===== config.mk =====
export PLATFORM = sky130hd
export DESIGN_NAME = control_unit
export DESIGN_NICKNAME = d
export VERILOG_FILES = /design/src/rtl/control_unit_pkg.sv /design/src/rtl/control_unit.sv
export SDC_FILE = /design/constraint.sdc
export NUM_CORES = 1
export LEC_CHECK = 0
export BUFFER_PORTS_ARGS = -buffer_cell sky130_fd_sc_hd__buf_4
export CAP_MARGIN = 40
export CORE_MARGIN = 5
export CORE_UTILIZATION = 56
export DETAILED_ROUTE_END_ITERATION = 12
export MAX_ROUTING_LAYER = met4
export PLACE_DENSITY = 0.89
export REMOVE_ABC_BUFFERS = 1
export SYNTH_ARGS = -nofsm -noshare
export SYNTH_HDL_FRONTEND = slang
export SYNTH_SLANG_ARGS = --single-unit

===== constraint.sdc =====
create_clock -name clk -period 6 [get_ports clk]
set_input_delay 0 -clock clk [delete_from_list [all_inputs] [get_ports clk]]
set_output_delay 0 -clock clk [all_outputs]
set_load 0.01 [all_outputs]

===== src/rtl/control_unit_pkg.sv =====
// Shared encodings for the multicycle MIPS-subset controller: opcodes, functs,
// datapath select codes, FSM states and the bundled control word.
package cu_pkg;

   localparam logic [5:0] OP_RTYPE = 6'b000000;
   localparam logic [5:0] OP_J     = 6'b000010;
   localparam logic [5:0] OP_JAL   = 6'b000011;
   localparam logic [5:0] OP_BEQ   = 6'b000100;
   localparam logic [5:0] OP_BNE   = 6'b000101;
   localparam logic [5:0] OP_ADDIU = 6'b001001;
   localparam logic [5:0] OP_LW    = 6'b100011;
   localparam logic [5:0] OP_SW    = 6'b101011;

   localparam logic [5:0] FN_SLL  = 6'b000000;
   localparam logic [5:0] FN_SRL  = 6'b000010;
   localparam logic [5:0] FN_SRA  = 6'b000011;
   localparam logic [5:0] FN_XCHG = 6'b000101;
   localparam logic [5:0] FN_JR   = 6'b001000;
   localparam logic [5:0] FN_MFHI = 6'b010000;
   localparam logic [5:0] FN_MFLO = 6'b010010;
   localparam logic [5:0] FN_MULT = 6'b011000;
   localparam logic [5:0] FN_DIV  = 6'b011010;
   localparam logic [5:0] FN_ADD  = 6'b100000;
   localparam logic [5:0] FN_SUB  = 6'b100010;
   localparam logic [5:0] FN_AND  = 6'b100100;
   localparam logic [5:0] FN_SLT  = 6'b101010;

   localparam logic [1:0] ULA1_PC = 2'b00, ULA1_A = 2'b01;
   localparam logic [1:0] ULA2_B = 2'b00, ULA2_FOUR = 2'b01, ULA2_SEXT = 2'b10, ULA2_SEXT_SH2 = 2'b11;
   localparam logic [1:0] PC_ALU = 2'b00, PC_ALUOUT = 2'b01, PC_JUMP = 2'b10, PC_MDR = 2'b11;
   localparam logic [2:0] ADDR_PC = 3'b000, ADDR_ALUOUT = 3'b001, ADDR_EXC = 3'b010;
   localparam logic [1:0] WR_RT = 2'b00, WR_RD = 2'b01, WR_RA = 2'b10, WR_RS = 2'b11;
   localparam logic [2:0] WD_ALUOUT = 3'b000, WD_MDR = 3'b001, WD_HI = 3'b010, WD_LO = 3'b011,
                          WD_SHIFT = 3'b100, WD_SLT = 3'b101, WD_A = 3'b110, WD_B = 3'b111;
   localparam logic [2:0] ULA_PASS = 3'b000, ULA_ADD = 3'b001, ULA_SUB = 3'b010,
                          ULA_AND = 3'b011, ULA_CMP = 3'b111;
   localparam logic [2:0] SH_NOP = 3'b000, SH_LOAD = 3'b001, SH_SLL = 3'b010,
                          SH_SRL = 3'b011, SH_SRA = 3'b100;
   localparam logic [1:0] AMT_SHAMT = 2'b00, AMT_B = 2'b01;
   // Shifter source: 0 selects A, 1 selects B.
   localparam logic       SRC_A = 1'b0, SRC_B = 1'b1;
   localparam logic       HL_MULT = 1'b0, HL_DIV = 1'b1;

   typedef enum logic [5:0] {
      S_FETCH, S_FETCH2, S_DECODE,
      S_EX_ADD, S_EX_SUB, S_EX_AND, S_EX_SLT, S_WB_ALU, S_WB_SLT,
      S_SH_LD, S_SH_SLL, S_SH_SRL, S_SH_SRA, S_WB_SH,
      S_JR, S_MULT_INIT, S_MULT_WAIT, S_MULT_LOAD, S_DIV_INIT, S_DIV_WAIT, S_DIV_LOAD,
      S_MFHI, S_MFLO, S_XCH1, S_XCH2, S_ADDIU_EX, S_ADDIU_WB, S_BEQ, S_BNE,
      S_JUMP, S_JAL_WR, S_MEM_ADDR, S_LW_READ, S_LW_MDR, S_LW_WB, S_SW_WRITE,
      S_EXC1, S_EXC2, S_EXC3, S_EXC4
   } state_t;

   typedef struct packed {
      logic       mux_memory_wd, mux_high, mux_low, mux_extend, mux_b, mux_shift_src;
      logic [1:0] mux_shift_amt, mux_a, mux_ula1, mux_ula2, mux_pc, mux_register_wr, load_size;
      logic [2:0] mux_address, mux_register_wd, ula, shift;
      logic       address_rg_load, epc_load, mdr_load, ir_load, high_load, low_load;
      logic       a_load, b_load, ula_out_load, store_size, memory_wr, reg_wr;
      logic       pc_write, is_beq, is_bne, mult_init, div_init;
   } ctrl_t;

endpackage


===== src/rtl/control_unit.sv =====
// Multicycle Moore controller: every datapath control is a registered function
// of the state entered on the same clock edge.
module control_unit
   import cu_pkg::*;
(
   input  logic       clk,
   input  logic       reset_in,
   input  logic [5:0] opcode,
   input  logic [15:0] immediate,
   input  logic       overflow,
   input  logic       zero_div,
   input  logic       div_zero,
   input  logic       mult_stop,
   input  logic       div_stop,
   output logic       mux_memory_wd, mux_high, mux_low, mux_extend, mux_b, mux_shift_src,
   output logic [1:0] mux_shift_amt, mux_a, mux_ula1, mux_ula2, mux_pc, mux_register_wr, load_size,
   output logic [2:0] mux_address, mux_register_wd, ula, shift,
   output logic       address_rg_load, epc_load, mdr_load, ir_load, high_load, low_load,
   output logic       a_load, b_load, ula_out_load, store_size, memory_wr, reg_wr,
   output logic       pc_write, is_beq, is_bne, mult_init, div_init
);

   state_t     state, next_state;
   ctrl_t      ctrl, next_ctrl;
   logic [5:0] funct;
   logic       unused_imm;

   assign funct      = immediate[5:0];
   assign unused_imm = ^immediate[15:6];

   // NOTE: sequential state uses non-blocking assignments so every register
   // samples pre-edge values regardless of process ordering.
   always_ff @(posedge clk) begin
      if (reset_in) begin
         state <= S_FETCH;
         ctrl  <= '0;
      end else begin
         state <= next_state;
         ctrl  <= next_ctrl;
      end
   end

   // NOTE: each combinational output gets a default before the case so that no
   // path leaves it unassigned and infers a latch.
   always_comb begin
      next_state = S_FETCH;
      case (state)
         S_FETCH:  next_state = S_FETCH2;
         S_FETCH2: next_state = S_DECODE;
         S_DECODE: begin
            case (opcode)
               OP_RTYPE: begin
                  case (funct)
                     FN_ADD:  next_state = S_EX_ADD;
                     FN_SUB:  next_state = S_EX_SUB;
                     FN_AND:  next_state = S_EX_AND;
                     FN_SLT:  next_state = S_EX_SLT;
                     FN_SLL, FN_SRL, FN_SRA: next_state = S_SH_LD;
                     FN_JR:   next_state = S_JR;
                     FN_MULT: next_state = S_MULT_INIT;
                     FN_DIV:  next_state = S_DIV_INIT;
                     FN_MFHI: next_state = S_MFHI;
                     FN_MFLO: next_state = S_MFLO;
                     FN_XCHG: next_state = S_XCH1;
                     default: next_state = S_EXC1;
                  endcase
               end
               OP_ADDIU:     next_state = S_ADDIU_EX;
               OP_BEQ:       next_state = S_BEQ;
               OP_BNE:       next_state = S_BNE;
               OP_J:         next_state = S_JUMP;
               OP_JAL:       next_state = S_JAL_WR;
               OP_LW, OP_SW: next_state = S_MEM_ADDR;
               default:      next_state = S_EXC1;
            endcase
         end
         S_EX_ADD, S_EX_SUB: next_state = overflow ? S_EXC1 : S_WB_ALU;
         S_EX_AND:  next_state = S_WB_ALU;
         S_EX_SLT:  next_state = S_WB_SLT;
         S_SH_LD: begin
            case (funct)
               FN_SLL:  next_state = S_SH_SLL;
               FN_SRL:  next_state = S_SH_SRL;
               default: next_state = S_SH_SRA;
            endcase
         end
         S_SH_SLL, S_SH_SRL, S_SH_SRA: next_state = S_WB_SH;
         S_MULT_INIT: next_state = S_MULT_WAIT;
         S_MULT_WAIT: next_state = mult_stop ? S_MULT_LOAD : S_MULT_WAIT;
         S_DIV_INIT:  next_state = S_DIV_WAIT;
         // A divide-by-zero report wins over a simultaneous done.
         S_DIV_WAIT:  next_state = (zero_div || div_zero) ? S_EXC1 :
                                   (div_stop ? S_DIV_LOAD : S_DIV_WAIT);
         S_XCH1:      next_state = S_XCH2;
         S_ADDIU_EX:  next_state = S_ADDIU_WB;
         S_JAL_WR:    next_state = S_JUMP;
         S_MEM_ADDR:  next_state = (opcode == OP_LW) ? S_LW_READ : S_SW_WRITE;
         S_LW_READ:   next_state = S_LW_MDR;
         S_LW_MDR:    next_state = S_LW_WB;
         S_EXC1:      next_state = S_EXC2;
         S_EXC2:      next_state = S_EXC3;
         S_EXC3:      next_state = S_EXC4;
         default:     next_state = S_FETCH;
      endcase
   end

   // Control word for the state being entered, so it is registered alongside it.
   always_comb begin
      next_ctrl = '0;
      case (next_state)
         S_FETCH2: begin
            next_ctrl.ir_load  = 1'b1;  next_ctrl.ula = ULA_ADD;
            next_ctrl.mux_ula1 = ULA1_PC; next_ctrl.mux_ula2 = ULA2_FOUR;
            next_ctrl.pc_write = 1'b1;  next_ctrl.mux_pc = PC_ALU;
         end
         S_DECODE: begin
            next_ctrl.a_load = 1'b1; next_ctrl.b_load = 1'b1; next_ctrl.ula = ULA_ADD;
            next_ctrl.mux_ula1 = ULA1_PC; next_ctrl.mux_ula2 = ULA2_SEXT_SH2;
            next_ctrl.ula_out_load = 1'b1;
         end
         S_EX_ADD, S_EX_SUB, S_EX_AND, S_EX_SLT: begin
            next_ctrl.mux_ula1 = ULA1_A; next_ctrl.mux_ula2 = ULA2_B; next_ctrl.ula_out_load = 1'b1;
            next_ctrl.ula = (next_state == S_EX_ADD) ? ULA_ADD :
                            (next_state == S_EX_SUB) ? ULA_SUB :
                            (next_state == S_EX_AND) ? ULA_AND : ULA_CMP;
         end
         S_WB_ALU: begin next_ctrl.reg_wr = 1'b1; next_ctrl.mux_register_wr = WR_RD; next_ctrl.mux_register_wd = WD_ALUOUT; end
         S_WB_SLT: begin next_ctrl.reg_wr = 1'b1; next_ctrl.mux_register_wr = WR_RD; next_ctrl.mux_register_wd = WD_SLT; end
         S_SH_LD: begin
            next_ctrl.shift = SH_LOAD; next_ctrl.mux_shift_src = SRC_B; next_ctrl.mux_shift_amt = AMT_SHAMT;
         end
         S_SH_SLL: next_ctrl.shift = SH_SLL;
         S_SH_SRL: next_ctrl.shift = SH_SRL;
         S_SH_SRA: next_ctrl.shift = SH_SRA;
         S_WB_SH:  begin next_ctrl.reg_wr = 1'b1; next_ctrl.mux_register_wr = WR_RD; next_ctrl.mux_register_wd = WD_SHIFT; end
         S_JR: begin
            next_ctrl.ula = ULA_PASS; next_ctrl.mux_ula1 = ULA1_A;
            next_ctrl.pc_write = 1'b1; next_ctrl.mux_pc = PC_ALU;
         end
         S_MULT_INIT: next_ctrl.mult_init = 1'b1;
         S_MULT_LOAD: begin
            next_ctrl.high_load = 1'b1; next_ctrl.low_load = 1'b1;
            next_ctrl.mux_high = HL_MULT; next_ctrl.mux_low = HL_MULT;
         end
         S_DIV_INIT: next_ctrl.div_init = 1'b1;
         S_DIV_LOAD: begin
            next_ctrl.high_load = 1'b1; next_ctrl.low_load = 1'b1;
            next_ctrl.mux_high = HL_DIV; next_ctrl.mux_low = HL_DIV;
         end
         S_MFHI: begin next_ctrl.reg_wr = 1'b1; next_ctrl.mux_register_wr = WR_RD; next_ctrl.mux_register_wd = WD_HI; end
         S_MFLO: begin next_ctrl.reg_wr = 1'b1; next_ctrl.mux_register_wr = WR_RD; next_ctrl.mux_register_wd = WD_LO; end
         S_XCH1: begin next_ctrl.reg_wr = 1'b1; next_ctrl.mux_register_wr = WR_RT; next_ctrl.mux_register_wd = WD_A; end
         S_XCH2: begin next_ctrl.reg_wr = 1'b1; next_ctrl.mux_register_wr = WR_RS; next_ctrl.mux_register_wd = WD_B; end
         S_ADDIU_EX, S_MEM_ADDR: begin
            next_ctrl.mux_ula1 = ULA1_A; next_ctrl.mux_ula2 = ULA2_SEXT;
            next_ctrl.ula = ULA_ADD; next_ctrl.ula_out_load = 1'b1;
         end
         S_ADDIU_WB: begin next_ctrl.reg_wr = 1'b1; next_ctrl.mux_register_wr = WR_RT; next_ctrl.mux_register_wd = WD_ALUOUT; end
         S_BEQ, S_BNE: begin
            next_ctrl.ula = ULA_SUB; next_ctrl.mux_ula1 = ULA1_A; next_ctrl.mux_ula2 = ULA2_B;
            next_ctrl.mux_pc = PC_ALUOUT;
            next_ctrl.is_beq = (next_state == S_BEQ); next_ctrl.is_bne = (next_state == S_BNE);
         end
         S_JUMP:   begin next_ctrl.pc_write = 1'b1; next_ctrl.mux_pc = PC_JUMP; end
         S_JAL_WR: begin next_ctrl.reg_wr = 1'b1; next_ctrl.mux_register_wr = WR_RA; next_ctrl.mux_register_wd = WD_ALUOUT; end
         S_LW_READ: next_ctrl.mux_address = ADDR_ALUOUT;
         S_LW_MDR:  next_ctrl.mdr_load = 1'b1;
         S_LW_WB:   begin next_ctrl.reg_wr = 1'b1; next_ctrl.mux_register_wr = WR_RT; next_ctrl.mux_register_wd = WD_MDR; end
         S_SW_WRITE: begin next_ctrl.mux_address = ADDR_ALUOUT; next_ctrl.memory_wr = 1'b1; end
         S_EXC1: begin
            next_ctrl.ula = ULA_SUB; next_ctrl.mux_ula1 = ULA1_PC; next_ctrl.mux_ula2 = ULA2_FOUR;
            next_ctrl.epc_load = 1'b1;
         end
         S_EXC2: next_ctrl.mux_address = ADDR_EXC;
         S_EXC3: next_ctrl.mdr_load = 1'b1;
         S_EXC4: begin next_ctrl.pc_write = 1'b1; next_ctrl.mux_pc = PC_MDR; end
         default: next_ctrl = '0;
      endcase
   end

   assign {mux_memory_wd, mux_high, mux_low, mux_extend, mux_b, mux_shift_src,
           mux_shift_amt, mux_a, mux_ula1, mux_ula2, mux_pc, mux_register_wr, load_size,
           mux_address, mux_register_wd, ula, shift,
           address_rg_load, epc_load, mdr_load, ir_load, high_load, low_load,
           a_load, b_load, ula_out_load, store_size, memory_wr, reg_wr,
           pc_write, is_beq, is_bne, mult_init, div_init} = ctrl;

endmodule


==> flow_summary_export.csv, run 1 <==
group,metric,value,unit
global_routing,grt_pass1_vias,2436,
worst_hold_path,hold_depth,2,
finish,num_antenna_cells,0,
route,drt_iter0_drc,431,
finish,nets,411,
global_routing,grt_pass1_wl,11.5,mm
flow_run,max_cap_violations,0,
synthesis,synth-edff-count,0,
synthesis,synth_top_area_cell,"dfxtp_1",
placed_design,post-dp-hpwl,5.11,mm
clock_tree,post_cts_resized,0,
floorplanning,die_area,6010,um2
sta,slew_headroom,51.0,%
global_routing,gr-usage-met2,36.3,%
clock_tree,clkSinkCount,39,
global_routing,track_usage,23.4,%
placed_design,dp_worst_setup_slack,2640,ps
floorplanning,core_area,4380,um2
setup_path,crit_buf_inv,1,
sta,drv_slew,0,
worst_hold_path,hold_start,"reset_in",
setup_path,cp.required,6210,ps
global_routing,grt_util_met3,5.56,%
sta,fin_setup_tns,0,ps
global_routing,gr-total-overflow,0,
run_status,status,"completed",
clock_tree,cts_tree,"built",
floorplanning,die_h,77.5,um
synthesis,synth_top_area_share,30.6,%
clock_tree,cts_made_buffers,5,
synthesis,synth.most_common_cell,"nor2_1",
synthesis,yosys-top-cells-area,"dfxtp_1 31%, nor2_1 6.2%, buf_4 4.7%",
setup_path,critPathTopFamily,"simple AND/OR/NAND/NOR gates",
setup_path,arrival,3620,ps
setup_path,critPathMaxStageDelay,800,ps
global_routing,antenna_found_initial,0,
setup_path,r2r_slack,2590,ps
clock_tree,clkTransAtPathRegs,70,ps
floorplanning,io_pins,78,
synthesis,ys_seq_area_share,30.6,%
power_and_ir_drop,p_leak,0.00120,uW
setup_path,slowest_stage,"dfxtp_1",
synthesis,synth_area,2550,um2
route,wirelength,6.84,mm
route,drtPass1Iterations,5,
synthesis,yosys_register_bits,39,
synthesis,yosys_warnings,0,
clock_tree,cts_hold_buf,0,
setup_path,crit_path_cell_trace,"nand2b_4 > or3_1 > or4_4 > o221ai_2 > a211oi_1 > buf_4 > or2_1 > or4_1 > a21oi_1",
setup_path,r2r_end,"ula[1]$_SDFF_PP0_",
setup_path,rr_startpoint,"state[3]$_SDFF_PP0_",
synthesis,synthCells,343,
setup_path,path_max_fanout,21,
setup_path,end_kind,"flop",
finish,stdcell_count,435,
global_routing,busiest_layer,"met2",
placed_design,place_congestion,0.977,
route,drt-vias-per-instance,6.13,
floorplanning,rows,24,
route,post_drt_wl_per_cell,15.7,um
sta,min_period_over_period,56.8,%
worst_hold_path,hold_class,"input port to flop",
route,drtAntennaViolNets,0,
route,vias,2667,
clock_tree,clk_latency,290,ps
sta,final.setup.worst_slack,2590,ps
finish,drive_gt1_share,20.1,%
floorplanning,die_x,77.5,um
sta,worstMarginPinSlew,734,ps
placed_design,place_inst,426,
global_routing,grt_use_met1,30.6,%
clock_tree,clockRootBuffer,"clkbuf_8",
route,drc,0,
setup_path,reg2reg_depth,9,
setup_path,critPathKind,"flop to flop",
sta,setup_viol,0,
synthesis,ys_async_sr_fraction,0,%
finish,area_growth,17.8,%
placed_design,io_buffers,54,
setup_path,start_kind,"flop",
worst_hold_path,min_to,"mux_register_wd[2]$_SDFF_PP0_",
synthesis,avgSynthCellArea,7.44,um2
sta,grt_setup_unrepaired,"no",
power_and_ir_drop,vdd_drop_max,302,uV
sta,fin_skew,7.29,ps
sta,clock.fmax,293,MHz
power_and_ir_drop,power_density,411,nW/um2
synthesis,synth_ff_type,"dfxtp_1",
synthesis,yosys.cell_types.count,62,
floorplanning,initial_core_util,58.2,%
global_routing,grt_start_max_net_pins,22,
setup_path,crit_cells,9,
clock_tree,htree_num_levels,2,
sta,fin_crit,3410,ps
clock_tree,post_cts_buffers,0,
clock_tree,cts_buffer_depth,2,
finish,fin_util,68.5,%
sta,final-hold-violation-count,0,
synthesis,ys_top_cells_by_count,"42 x nor2_1, 39 x dfxtp_1, 22 x nand2_1",
[layer usage]
metal / routed length, um / share of wire (%) / vias to the layer above
met2: 3200 / 47 / 168
met1: 2830 / 41 / 1203
met3: 697 / 10 / 17
li1: - / - / 1279
met4: 112 / 1.6 / 0
met5: 0 / 0 / -
[placed cells by master (no fill, tap or decap), drive strengths merged, types with 4 or more instances in the layout]
| cell type | Yosys | layout |
|---|---|---|
| a22oi | 4 | 4 |
| nor4 | 4 | 4 |
| or4 | 6 | 6 |
| a31oi | 7 | 7 |
| nand3b | 4 | 4 |
| inv | 9 | 9 |
| a21oi | 19 | 19 |
| and3 | 4 | 4 |
| o21ai | 19 | 19 |
| nand3 | 10 | 10 |
| nor2b | 19 | 19 |
| nor2 | 43 | 43 |
| buf | 21 | 59 |
| clkbuf | 18 | 6 |
| dfxtp | 39 | 39 |
| nand2 | 22 | 22 |
| a211oi | 4 | 4 |
| or2 | 5 | 5 |
| o22ai | 5 | 5 |
| conb | 1 | 13 |
| or3 | 7 | 7 |
| nor3 | 13 | 13 |
| nand2b | 13 | 13 |
[registers in the layout, summed over array words and instances, names as in the netlist, 2 cells and up]
name             count
mux_address          2
mux_pc               2
mux_register_wd      3
mux_register_wr      2
mux_ula2             2
shift                3
state                6
ula                  3
[power by group]
group | internal [uW] | switching, uW
logic | 257 | 393
registers | 303 | 60.3
clock network | 134 | 86.7
[worst max path at each step]
stage                              startpoint                endpoint  slack, ps
after floorplan           state[3]$_SDFF_PP0_  mux_ula1[0]$_SDFF_PP0_       2760
after global placement    state[3]$_SDFF_PP0_       ula[1]$_SDFF_PP0_       2700
after detailed placement  state[3]$_SDFF_PP0_       ula[1]$_SDFF_PP0_       2640
after CTS                 state[3]$_SDFF_PP0_       ula[1]$_SDFF_PP0_       2610
after global routing      state[3]$_SDFF_PP0_       ula[1]$_SDFF_PP0_       2430
final                     state[3]$_SDFF_PP0_       ula[1]$_SDFF_PP0_       2590
[cell type report]
class                           count  area [um2]
Clock buffer                        6        82.6
Clock inverter                      2        35.0
Fill cell                         353        1380
Inverter                            9        33.8
Multi-Input combinational cell    268        1560
Sequential cell                    39         781
Tap cell                           52        65.1
Timing Repair Buffer               59         443
[through the flow]
step / hold WS (ps) / power (uW) / area (um2)
2_1_floorplan: 69.1 / 779 / 2380
3_3_place_gp: 313 / 979 / 2870
3_5_place_dp: 318 / 998 / 2880
4_1_cts: 12.2 / 1220 / 3000
5_1_grt: 32.5 / 1320 / 3000
6_report: 24.1 / 1240 / 3000
[kinds of logic (layout without fill, tap and decap cells)]
kind of cell,count (synthesis),count (layout),share of synthesized area (%)
flops,39,39,30.6
mux,3,3,1.23
buf+inv,48,76,9.91
other cells,1,13,0.147
xor+xnor,3,3,1.03
compound gates,88,88,23.0
simple gates,161,161,34.1
No activity file was read; power rests on OpenSTA's default activity.
==> inputs of run 2 (changes only) <==
- CORE_UTILIZATION: 56 -> 47
- PLACE_DENSITY: 0.89 -> 0.8
- clock period: 6 -> 2.9 ns (I/O delays scaled with it)
==> run 2 against run 1 <==
Critical path depth is 1 lower. Power rose by 130%. Combinational power increased to 2.7 times the previous value. Cell count grew 11%. Setup slack worse by 2500 ps. Core utilization down 5.7 points. Worst hold slack got worse by 9.1 ps. Register-to-register slack worse by 2500 ps. First-iteration DRC count is 66% lower. Largest power group unchanged. Design area is 8.9% higher.
==> flow_summary_export.csv, run 2 (synthesized netlist as in run 1, its figures left out) <==
group,metric,value,unit
route,met3_length,478,um
finish,fillerInstances,474,
route,vias,2729,
setup_path,reg2reg_depth,8,
global_routing,gr-total-overflow,0,
sta,final-hold-violation-count,0,
route,routed.top_layer,"met4",
sta,setup_viol,0,
global_routing,grt_pass1_vias,2554,
setup_path,r2r_slack,120,ps
finish,final_common_cell,"buf_4",
setup_path,end_kind,"flop",
setup_path,rr_startpoint,"state[4]$_SDFF_PP0_",
route,drc,0,
finish,area_growth,28.2,%
sta,fin_skew,10.9,ps
clock_tree,htree_num_levels,2,
power_and_ir_drop,power_density,881,nW/um2
floorplanning,core_area,5200,um2
worst_hold_path,hold_depth,2,
setup_path,arrival,3010,ps
worst_hold_path,min_to,"state[2]$_SDFF_PP0_",
finish,drive_gt1_share,28.0,%
sta,fin_crit,2780,ps
floorplanning,die_area,7000,um2
worst_hold_path,hold_start,"reset_in",
placed_design,post-dp-hpwl,5.80,mm
clock_tree,cts_hold_buf,0,
floorplanning,io_pins,78,
setup_path,crit_path_cell_trace,"or3_1 > or4_4 > nand3_1 > nor3_1 > buf_4 > or2_1 > or4_1 > a21oi_1",
placed_design,place_inst,473,
global_routing,grt_start_max_net_pins,20,
sta,min_period_over_period,95.7,%
setup_path,crit_buf_inv,1,
global_routing,grt_pass1_wl,12.5,mm
clock_tree,cts_tree,"built",
clock_tree,cts_made_buffers,5,
placed_design,place_congestion,0.981,
route,post_drt_wl_per_cell,15.6,um
clock_tree,clkTransAtPathRegs,70,ps
run_status,status,"completed",
clock_tree,clkSinkCount,39,
setup_path,critPathKind,"flop to flop",
route,drtPass1Iterations,4,
route,drt_iter0_drc,147,
power_and_ir_drop,p_leak,0.00134,uW
setup_path,critPathTopFamily,"simple AND/OR/NAND/NOR gates",
floorplanning,die_x,83.7,um
route,dr_wl_met2,3.46,mm
route,wirelength,7.51,mm
clock_tree,clk_latency,300,ps
global_routing,track_usage,22.1,%
setup_path,critPathMaxStageDelay,540,ps
sta,clock.fmax,360,MHz
route,drt-vias-per-instance,5.67,
route,drt-met1-wl,3.42,mm
finish,layout_common_cells,"86 x buf_4, 41 x nor2_1, 35 x dfxtp_1",
sta,drv_slew,0,
worst_hold_path,hold_class,"input port to flop",
setup_path,r2r_end,"ula[1]$_SDFF_PP0_",
clock_tree,clockRootBuffer,"clkbuf_8",
finish,stdcell_count,481,
floorplanning,rows,26,
floorplanning,initial_core_util,49.0,%
finish,fin_util,62.8,%
route,drtAntennaViolNets,0,
placed_design,io_buffers,54,
power_and_ir_drop,power,2880,uW
setup_path,cp.required,3130,ps
finish,num_antenna_cells,0,
setup_path,start_kind,"flop",
finish,regMostFlops,"state",
sta,grt_setup_unrepaired,"no",
finish,nets,439,
setup_path,path_max_fanout,12,
clock_tree,cts_buffer_depth,2,
setup_path,slowest_stage,"or4_4",
power_and_ir_drop,vdd_drop_max,617,uV
floorplanning,die_h,83.7,um
flow_run,max_cap_violations,0,
global_routing,antenna_found_initial,0,
finish,largest_register_ffs,6,
## run 2: cell types whose count changed in the layout (fill, tap and decap cells not counted), sizes merged
| cell | previous run | this run |
|---|---|---|
| clkbuf | 6 | 7 |
| clkinvlp | 0 | 1 |
| clkinv | 1 | 0 |
| buf | 59 | 87 |
| bufinv | 1 | 0 |
## run 2: worst register-to-register path, cell delays in order, from the launching register on
cell and delay (ps):
dfxtp_1 440, or3_1 440, or4_4 540, nand3_1 80, nor3_1 50, buf_4 190, or2_1 270, or4_1 530
a21oi_1 160
## run 2: power breakdown
group          total [uW]  internal [uW]  switching, uW
clock network         408            216            192
registers             711            633           78.0
logic                1760            810            953
total                2880           1660           1220
## run 2: routing by layer
layer | GRT usage, % | vias up
met3 | 4.24 | 16
met5 | - | -
met4 | 6.73 | 0
met2 | 33.2 | 101
met1 | 30.0 | 1261
li1 | - | 1351
## run 2: cell type report
cell class / count / area [um2] / area share, %
clock buffers: 7 / 96.3 / 2.95
repair buffers: 87 / 666 / 20.4
clock inverters: 1 / 7.51 / 0.230
well taps: 70 / 87.6 / 2.68
inverters: 9 / 33.8 / 1.03
multi-input cells: 268 / 1590 / 48.7
flip-flops and latches: 39 / 786 / 24.0
## run 2: how the worst max path moves through the flow
stage | depth (start not counted) | to | startpoint
floorplan | 9 | mux_ula1[0]$_SDFF_PP0_ | state[3]$_SDFF_PP0_
global placement | 9 | ula[1]$_SDFF_PP0_ | state[5]$_SDFF_PP0_
detailed placement | 9 | ula[1]$_SDFF_PP0_ | state[0]$_SDFF_PP0_
CTS | 9 | ula[1]$_SDFF_PP0_ | state[2]$_SDFF_PP0_
global route | 9 | ula[1]$_SDFF_PP0_ | state[2]$_SDFF_PP0_
finish | 8 | ula[1]$_SDFF_PP0_ | state[4]$_SDFF_PP0_
## run 2: repair_timing
action	4_1_cts	5_1_grt
gates resized for setup	0	11
endpoints found under the setup margin	0	23
setup buffers	0	0
## run 2: per-stage QoR
stage | instance area (um2) | hold WS [ps] | setup WS (ps) | TNS (ps)
final | 3270 | 15.0 | 124 | 0
after detailed placement | 3130 | 330 | 155 | 0
after floorplan | 2380 | 69.1 | -339 | -2330
after global placement | 3130 | 325 | 166 | 0
after CTS | 3240 | 11.3 | 104 | 0
after global routing | 3270 | 24.2 | 27.5 | 0
==> inputs of run 3 (changes only) <==
--- a/config.mk
+++ b/config.mk
@@ -8,9 +8,12 @@
 export BUFFER_PORTS_ARGS = -buffer_cell sky130_fd_sc_hd__buf_4
 export CAP_MARGIN = 40
+export CELL_PAD_IN_SITES_DETAIL_PLACEMENT = 1
+export CELL_PAD_IN_SITES_GLOBAL_PLACEMENT = 2
 export CORE_MARGIN = 5
-export CORE_UTILIZATION = 47
+export CORE_UTILIZATION = 25
+export CTS_BUF_LIST = sky130_fd_sc_hd__clkbuf_16
 export DETAILED_ROUTE_END_ITERATION = 12
 export MAX_ROUTING_LAYER = met4
-export PLACE_DENSITY = 0.8
+export PLACE_DENSITY = 0.78
 export REMOVE_ABC_BUFFERS = 1
 export SYNTH_ARGS = -nofsm -noshare
==> constraint.sdc (replaced) <==
create_clock -name clk -period 2.9 [get_ports clk]
set_input_delay 0 -clock clk [delete_from_list [all_inputs] [get_ports clk]]
set_output_delay 0 -clock clk [all_outputs]
set_load 0.05 [all_outputs]
==> run 3 against run 2 <==
Via count up 1.2%. Clock-buffer cell count down 2. Design area up 6.2%. Clock power up 25%. Maximum frequency down 0.20%. Die area up 76%. Combinational power up 22%. Non-clock buffer count up 13. Wire length up 18%.
==> flow_summary_export.csv, run 3 (synthesized netlist as in run 1, its figures left out) <==
group,metric,value,unit
sta,setup_viol,0,
placed_design,place_area,3300,um2
sta,fin_skew,4.17,ps
worst_hold_path,hold_start,"reset_in",
finish,largest_register_ffs,6,
power_and_ir_drop,vdd_drop_max,528,uV
clock_tree,cts_made_buffers,5,
finish,area_growth,36.2,%
power_and_ir_drop,power,3330,uW
finish,layout_common_cells,"99 x buf_4, 42 x nor2_1, 38 x dfxtp_1",
setup_path,critPathKind,"flop to flop",
setup_path,crit_buf_inv,1,
global_routing,grt_start_max_net_pins,20,
clock_tree,clk_latency,280,ps
power_and_ir_drop,p_leak,0.00143,uW
floorplanning,initial_core_util,25.9,%
finish,final_common_cell,"buf_4",
placed_design,place_congestion,0.900,
finish,regMostFlops,"state",
route,drt_iter0_drc,179,
setup_path,slowest_stage,"or4_4",
global_routing,grt_pass1_vias,2812,
clock_tree,cts_tree,"built",
flow_run,max_cap_violations,0,
setup_path,critPathMaxStageDelay,540,ps
sta,final.setup.worst_slack,118,ps
setup_path,arrival,3000,ps
setup_path,rr_startpoint,"state[2]$_SDFF_PP0_",
route,drtAntennaViolNets,0,
floorplanning,core_area,9860,um2
sta,fin_crit,2780,ps
sta,min_period_over_period,95.9,%
power_and_ir_drop,power_density,958,nW/um2
finish,nets,452,
clock_tree,clockRootBuffer,"clkbuf_16",
power_and_ir_drop,p_sw,1510,uW
power_and_ir_drop,power_frac_clock,15.3,%
route,post_drt_wl_per_cell,15.9,um
setup_path,start_kind,"flop",
run_status,status,"completed",
placed_design,post-dp-hpwl,7.04,mm
setup_path,r2r_slack,120,ps
power_and_ir_drop,p_int,1820,uW
sta,slew_headroom,65.4,%
clock_tree,htree_num_levels,2,
clock_tree,clkSinkCount,39,
floorplanning,rows,36,
global_routing,gr-total-overflow,0,
route,vias,2763,
setup_path,cp-startpoint,"state[2]$_SDFF_PP0_",
floorplanning,die_x,111,um
sta,final-hold-violation-count,0,
power_and_ir_drop,power.share.sequential,20.3,%
sta,clock.fmax,359,MHz
setup_path,cp.required,3120,ps
floorplanning,die_h,111,um
setup_path,end_kind,"flop",
route,drt-vias-per-instance,4.96,
global_routing,grt_pass1_wl,14.7,mm
power_and_ir_drop,power_frac_comb,64.4,%
power_and_ir_drop,swShare,45.3,%
sta,fin_setup_tns,0,ps
global_routing,track_usage,14.6,%
global_routing,antenna_found_initial,0,
floorplanning,die_area,12300,um2
setup_path,crit_path_cell_trace,"nand2b_4 > or3_1 > or4_4 > o221ai_2 > a211oi_1 > buf_4 > or2_4 > or4_1 > a21oi_2",
clock_tree,cts_buffer_depth,2,
route,drtPass1Iterations,4,
worst_hold_path,hold_class,"input port to flop",
placed_design,dp_worst_setup_slack,94.4,ps
clock_tree,cts_hold_buf,0,
setup_path,path_max_fanout,7,
finish,drive_gt1_share,29.0,%
clock_tree,clkTransAtPathRegs,50,ps
finish,fin_util,35.2,%
finish,num_antenna_cells,0,
placed_design,io_buffers,54,
sta,drv_slew,0,
route,drc,0,
route,wirelength,8.84,mm
finish,stdcell_area,3470,um2
floorplanning,io_pins,78,
setup_path,critPathTopFamily,"simple AND/OR/NAND/NOR gates",
sta,worstMarginPinSlew,514,ps
[run 3: power by group through the flow]
stage	Clock, uW	Sequential, uW	Combinational [uW]
6_report	508	677	2140
5_1_grt	556	687	2320
4_1_cts	519	676	2090
3_5_place_dp	0	684	2080
3_3_place_gp	0	684	2070
2_1_floorplan	0	971	879
[run 3: final timing paths]
path,endpoint,cells after the start
hold reg to reg,a_load$_SDFF_PP0_,2
setup / recovery,ula[1]$_SDFF_PP0_,9
setup reg to reg,ula[1]$_SDFF_PP0_,9
hold / removal,ula[1]$_SDFF_PP0_,2
[run 3: cell type report]
cell class	instances	area, um2
clock buffer	5	125
clock inverter	3	12.5
fill	1235	6390
inverter	9	33.8
multi-input combinational	268	1590
sequential	39	782
tap	133	166
timing repair buffer	100	763
[run 3: per-layer routing]
layer  track usage [%]  share of wire [%]  wire, um
met1              20.7                 50      4440
met2              22.3                 46      4040
met3              2.13                3.2       287
met4              2.51               0.77        68
met5                 -                  0         0
[run 3: what timing repair did]
item,4_1_cts,5_1_grt
endpoints found under the setup margin,0,2
buffers inserted,0,1
resized for setup,0,8
[run 3: stage by stage]
stage / hold slack [ps] / cells
2_1_floorplan: 69.1 / 316
6_report: 23.9 / 557
5_1_grt: 39.3 / 557
3_3_place_gp: 332 / 548
3_5_place_dp: 324 / 548
4_1_cts: 33.6 / 556
[run 3: worst register-to-register path, cell delays in order, from the launching register on]
cell and delay, ps:
dfxtp_1 310, nand2b_4 130, or3_1 360, or4_4 540, o221ai_2 190, a211oi_1 80
buf_4 170, or2_4 260, or4_1 530, a21oi_2 150
